==> src/rtl/fetch_unit.sv <==
// Instruction fetch: owns PC, IR and the hardware return stack; resolves GOTO/CALL/returns in-block.
// Latency: ROM word at PC lands in IR one edge later; every taken transfer or skip costs one NOP bubble.
// Backpressure: stall freezes PC, IR, ir_pc and the stack; Rom_addr_out is the registered PC only.
module fetch_unit #(
    parameter int          STACK_DEPTH = 8,
    parameter logic [13:0] NOP_WORD    = 14'h0000
) (
    input  logic        clk,
    input  logic        rst_n,
    output logic [10:0] Rom_addr_out,
    input  logic [13:0] Rom_data_in,
    input  logic        stall,
    input  logic        skip,
    input  logic        pcl_wr,
    input  logic [7:0]  pcl_data,
    input  logic [2:0]  pclath,
    output logic [13:0] ir_out,
    output logic [10:0] ir_pc,
    output logic        stack_ovf,
    output logic        stack_unf
);
    localparam int SPW = $clog2(STACK_DEPTH);
    localparam int CW  = $clog2(STACK_DEPTH + 1);

    logic [10:0]    pc;
    logic [SPW-1:0] sp;
    logic [SPW-1:0] sp_dec;
    logic [CW-1:0]  cnt;
    logic [10:0]    stack_mem [STACK_DEPTH];

    logic is_goto;
    logic is_call;
    logic is_ret;
    logic do_push;
    logic stack_full;
    logic stack_empty;

    assign is_goto     = (ir_out[13:11] == 3'b101);
    assign is_call     = (ir_out[13:11] == 3'b100);
    assign is_ret      = (ir_out == 14'h0008) || (ir_out == 14'h0009) || (ir_out[13:10] == 4'b1101);
    assign do_push     = !stall && is_call;
    assign sp_dec      = sp - SPW'(1);
    assign stack_full  = (cnt == CW'(STACK_DEPTH));
    assign stack_empty = (cnt == '0);

    assign Rom_addr_out = pc;

    // Stack contents are never reset; only the pointer and count are.
    always_ff @(posedge clk) begin
        if (do_push) begin
            stack_mem[sp] <= pc;
        end
    end

    always_ff @(posedge clk or negedge rst_n) begin
        if (!rst_n) begin
            pc        <= '0;
            ir_out    <= NOP_WORD;
            ir_pc     <= '0;
            sp        <= '0;
            cnt       <= '0;
            stack_ovf <= 1'b0;
            stack_unf <= 1'b0;
        end else if (!stall) begin
            if (is_goto) begin
                pc     <= ir_out[10:0];
                ir_out <= NOP_WORD;
                ir_pc  <= pc;
            end else if (is_call) begin
                // PC already points past the CALL, so it is the return address.
                pc     <= ir_out[10:0];
                ir_out <= NOP_WORD;
                ir_pc  <= pc;
                sp     <= sp + SPW'(1);
                if (stack_full) begin
                    stack_ovf <= 1'b1;
                end else begin
                    cnt <= cnt + CW'(1);
                end
            end else if (is_ret) begin
                pc     <= stack_mem[sp_dec];
                ir_out <= NOP_WORD;
                ir_pc  <= pc;
                sp     <= sp_dec;
                if (stack_empty) begin
                    stack_unf <= 1'b1;
                end else begin
                    cnt <= cnt - CW'(1);
                end
            end else if (pcl_wr) begin
                pc     <= {pclath, pcl_data};
                ir_out <= NOP_WORD;
                ir_pc  <= pc;
            end else if (skip) begin
                pc     <= pc + 11'd1;
                ir_out <= NOP_WORD;
                ir_pc  <= pc;
            end else begin
                pc     <= pc + 11'd1;
                ir_out <= Rom_data_in;
                ir_pc  <= pc;
            end
        end
    end
endmodule

==> config.mk <==
export PLATFORM = sky130hd
export DESIGN_NAME = fetch_unit
export DESIGN_NICKNAME = d
export VERILOG_FILES = /design/src/rtl/fetch_unit.sv
export SDC_FILE = /design/constraint.sdc
export NUM_CORES = 1
export LEC_CHECK = 0
export CORE_ASPECT_RATIO = 0.6
export CORE_MARGIN = 1
export CORE_UTILIZATION = 35
export DETAILED_ROUTE_END_ITERATION = 6
export PLACE_DENSITY = 0.54
export SLEW_MARGIN = 10
export SYNTH_ARGS = -nofsm -noshare
export SYNTH_HDL_FRONTEND = slang
export SYNTH_SLANG_ARGS = --single-unit
==> constraint.sdc <==
create_clock -name clk -period 2.9 [get_ports clk]
set_clock_uncertainty 0.05 [all_clocks]
set_input_delay 0.87 -clock clk [delete_from_list [all_inputs] [get_ports clk]]
set_output_delay 0.87 -clock clk [all_outputs]
set_load 0.005 [all_outputs]
# Word level (Yosys, flattened, before mapping)
# Memory sizes are Yosys's and may differ from the RTL's.
# Index checks and enable logic that the tools add are counted.
# totals
regBits	45
ramBits	88
inputBits	30
out_inout_bits	38
word_cells	51
mem_count	1
# mem_list
name	words	word_bits	read_ports	rd_clocked_by_memory_dff	wr	line_no	rtl
stack_mem	8	11	1	0	1	29	logic [10:0] stack_mem [STACK_DEPTH];
# op_classes
addsub	5
eq_ne	8
muxes	17
bitwise_logic	3
reduce_logical	10
# op_table
cell	n
14-bit two-way mux	5
11-bit two-way mux	4
14-bit by 4-bit equality test with 1-bit output, second input constant	2
4-bit two-way mux	4
11-bit by 1-bit adder with 11-bit output, second input constant	1
5-bit AND reduction	2
4-bit equality test, second input constant	2
3-bit equality test, second input constant	2
3-bit two-way mux	2
4-bit by 1-bit adder with 4-bit output, second input constant	1
4-bit logical NOT	1
2-bit inequality test, second input constant	2
4-bit AND reduction	1
4-bit by 1-bit subtractor with 4-bit output, second input constant	1
3-bit by 1-bit adder with 3-bit output, second input constant	1
1-bit inverter	3
3-bit AND reduction	1
3-bit by 1-bit subtractor with 3-bit output, second input constant	1
1-bit logical OR	2
1-bit two-way mux	2
2-bit nonzero test	1
1-bit logical AND	1
1-bit logical NOT	1

# Logic depth before layout (Yosys ltp)
# Gate-level depths: netlist of the first run.
# logic_depth
word_depth	6
ltp_mapped	10
ltp_nobuf	8

# Least setup slack after synthesis of the first run
# No wires, ideal clock.
# synth_path
kind	input-to-reg
startpoint	input stall
endpoint	memory stack_mem[1][0], enable pin
setup_time_ns	0.393
arrival_ns	2.198
required_time_ns	2.457
setup_slack_ns	0.259
cell_stages	4
n_path_buf	1
path_cell_list	clkbuf_1 nor2_1 nand2_1 nor3_1
# synth_via
elab_chain_len	4
# synth_rtl
element	line_no	rtl
start: declaration	12	input logic stall,
1-bit logical NOT	--	
1-bit logical AND	41	assign do_push = !stall && is_call;
1-bit two-way mux	50	if (do_push) begin
1-bit two-way mux (implied by the code)	51	stack_mem[sp] <= pc;
end: declaration	29	
# Every way passes these cells.

# Worst setup path after layout of the first run
# layout_path
startpoint	register pc[6], in the netlist Rom_addr_out[6]
endpoint	output Rom_addr_out[6]
# layout_rtl
element	line_no	rtl
start: declaration	25	logic [10:0] pc;
start signal: assignment	66	pc <= ir_out[10:0];
start signal: assignment	71	pc <= ir_out[10:0];
start signal: assignment	81	pc <= stack_mem[sp_dec];
end: declaration	10	output logic [10:0] Rom_addr_out,
# No word-level cell between the ends.

==> flow_summary.toml, run 1 <==
[global_routing]
grt_pass1_vias = 3751
track_usage = 0.183
overflow = 0
grt_max_degree = 30
antenna_found_initial = 0
grt_pass1_wl_mm = 22.5

[synth]
synth-seq-cells = 133
synthTopCellsByArea = "edfxtp_1 46%, dfrtp_1 20%, mux4_2 8.7%, mux2_2 2.8%, a22o_1 2.1%"
syn_nets = 394
synth_enable_flop_cells = 88
synthFlopType = "edfxtp_1"
yosys.area.top_type = "edfxtp_1"
ys_types = 53
synthesis.area_sq_um = 5720
ys_seq_area_frac = 0.659
async_flop_share = 0.338
syn_avg_cell_area_sq_um = 16.0
synth_top_area_share = 0.462
syn_inst = 358
synth_warnings = 0

[worst_hold_path]
hold_path.class = "register to register"

[run_status]
outcome = "finished clean"

[timing]
slew_headroom = 0.542
fmax_mhz = 390
hold_ws_ps = 415
finalCritPeriodShare = 0.885
hold_viol = 0
setup_violations = 0
tns_ps = 0
rsz0062_at_grt = "no"
min_period_ps = 2570
worst_pin_slew_ps = 687
slew_viol_final = 0

[cts]
postCtsSetupBuffers = 0
clkLatencyLatePin_ps = 410
cts.repair.resized = 0
hold_buffers = 0
clockBufferDepth = 2
cts_sinks = 133
cts_root_buf = "clkbuf_16"
h-tree-depth = 4
cts_tree = "built"
cts_made_buffers = 17
clk_pin_slew_ps = 60

[route]
drc = 0
drt-total-wl_mm = 14.3
firstDrtPassIters = 5
viasPerCell = 5.37
ant_nets = 0
post_drt_wl_per_cell_microns = 21.2
drt_first_iter_violations = 312
num_vias = 3602

[finish]
final_nets = 491
synthToLayoutAreaGrowth_pct = 28.1
antenna_cells = 0
final_common_cell = "edfxtp_1"
fin_util = 0.469
drive_gt1_frac = 0.231
most-common-layout-cells = "88 x edfxtp_1, 65 x clkdlybuf4s50_1, 45 x dfrtp_1"

[worst_setup_path]
critPathBufInv = 1
worstPathCellList = "clkdlybuf4s50_1"
arrival_ps = 1650
cp_max_fo = 13
max_stage_delay_ps = 640
crit_family = "flip-flops"
crit_type = "register to output pin"
crit_path_end_kind = "output pin"
cp.required_ps = 1980
critPathLaunchType = "register"
slowest_stage = "dfrtp_1"

[place]
place_hpwl_mm = 9.72
port_buffers = 67
finalWeightedCongestion = 0.827

[die]
die_width_microns = 167
die_h_microns = 101
start_util = 0.366
rows = 35
fp.coreArea_sq_um = 15600
ioPinCount = 68
die-area_sq_um = 16900

[job]
drv_cap = 0

[pwr]
leakage_nw = 2.66
ir_drop_uv = 396
power_w = 0.00633
power_density_nw_per_um2 = 865
worst register-to-register path, cell delays in order, from the launching register on:
cell and delay, ps:
dfrtp_1 480, nor3b_4 400, inv_1 200, nor2_1 340, nand2_1 190, nor2_1 240, buf_4 250
through the flow:
stage	setup slack, ps	area (sq um)	std cells
2_1_floorplan	259	5720	358
3_3_place_gp	518	6750	639
3_5_place_dp	487	6750	639
4_1_cts	315	7330	671
5_1_grt	231	7330	671
6_report	333	7330	671
cell families (layout without fill, tap and decap cells):
kind of cell | Yosys count | after routing | synth area share
xor gates and xnor gates | 14 | 14 | 0.0214
DFF | 133 | 133 | 0.659
muxes | 46 | 46 | 0.132
adders and majority gates | 6 | 6 | 0.0144
AOI/OAI and AO/OA | 65 | 65 | 0.0849
buffers and inverters | 24 | 134 | 0.0208
and+or+nand+nor | 70 | 70 | 0.0670
sequential cells by signal, summed over array words and instances, names as in the netlist:
signal / flops
stack_mem: 88
stack_unf: 1
cnt: 4
sp: 3
ir_pc: 11
stack_ovf: 1
Rom_addr_out: 11
ir_out: 14
report_power, final:
part	total, W	internal, W	leakage [nW]	switching (W)
registers	0.00244	0.00225	1.36	0.000195
clock network	0.00209	0.00120	0.274	0.000884
logic	0.00180	0.000931	1.03	0.000873
total	0.00633	0.00438	2.66	0.00195
cells in the mapped netlist, types with 2 or more instances:
| cell type | number |
|---|---|
| edfxtp_1 | 88 |
| dfrtp_1 | 45 |
| mux4_2 | 22 |
| nand2_1 | 18 |
| nor2_1 | 16 |
| a22o_1 | 14 |
| mux2_2 | 14 |
| o21ai_0 | 10 |
| clkbuf_1 | 9 |
| a22oi_1 | 8 |
| mux2i_1 | 8 |
| nand3_1 | 8 |
| xor2_1 | 8 |
| nand2b_1 | 6 |
| o211ai_1 | 6 |
| xnor2_1 | 6 |
| buf_2 | 5 |
| ha_1 | 5 |
| inv_1 | 5 |
| nor3_1 | 5 |
| a31oi_1 | 4 |
| a21oi_1 | 3 |
| o2111ai_1 | 3 |
| o22ai_1 | 3 |
| a211oi_1 | 2 |
| a21o_1 | 2 |
| a31o_2 | 2 |
| and2_1 | 2 |
| buf_4 | 2 |
| buf_6 | 2 |
| mux2_1 | 2 |
| nor2b_1 | 2 |
| nor4_1 | 2 |
| nor4b_1 | 2 |
worst paths after layout:
path,to,slack (ps),depth (start not counted),from
min in group asynchronous,cnt[1],450,1,rst_n
min reg2reg,stack_ovf,410,1,stack_ovf
min,stack_ovf,410,1,stack_ovf
max reg2reg,stack_mem[7][7],440,6,ir_out[13]
max,Rom_addr_out[6],330,1,Rom_addr_out[6]
max in group asynchronous,Rom_addr_out[8],1720,2,rst_n
layout make-up:
type                            instances  area, sq um
Multi-Input combinational cell        201         1830
Timing Repair Buffer                   96          878
Inverter                                6         22.5
Fill cell                            1366         8310
Clock inverter                         15          148
Clock buffer                           17          425
Sequential cell                       133         3770
Tap cell                              203          254
layer usage:
metal / up-vias / wire (microns) / track usage
li1: 1608 / - / -
met5: - / 0 / 0
met3: 15 / 972 / 0.0369
met1: 1864 / 7180 / 0.281
met2: 115 / 5980 / 0.260
met4: 0 / 120 / 0.0499
Note: power is estimated with default switching activity, not from simulation.
==> run 2: changes to the inputs <==
--- a/config.mk
+++ b/config.mk
@@ -10,6 +10,7 @@
 export CORE_UTILIZATION = 35
 export DETAILED_ROUTE_END_ITERATION = 6
 export PLACE_DENSITY = 0.54
+export SETUP_SLACK_MARGIN = 0.15
 export SLEW_MARGIN = 10
 export SYNTH_ARGS = -nofsm -noshare
 export SYNTH_HDL_FRONTEND = slang
==> results of run 2 <==
Same layout as run 1: the final DEF is identical, and so are final timing and power.
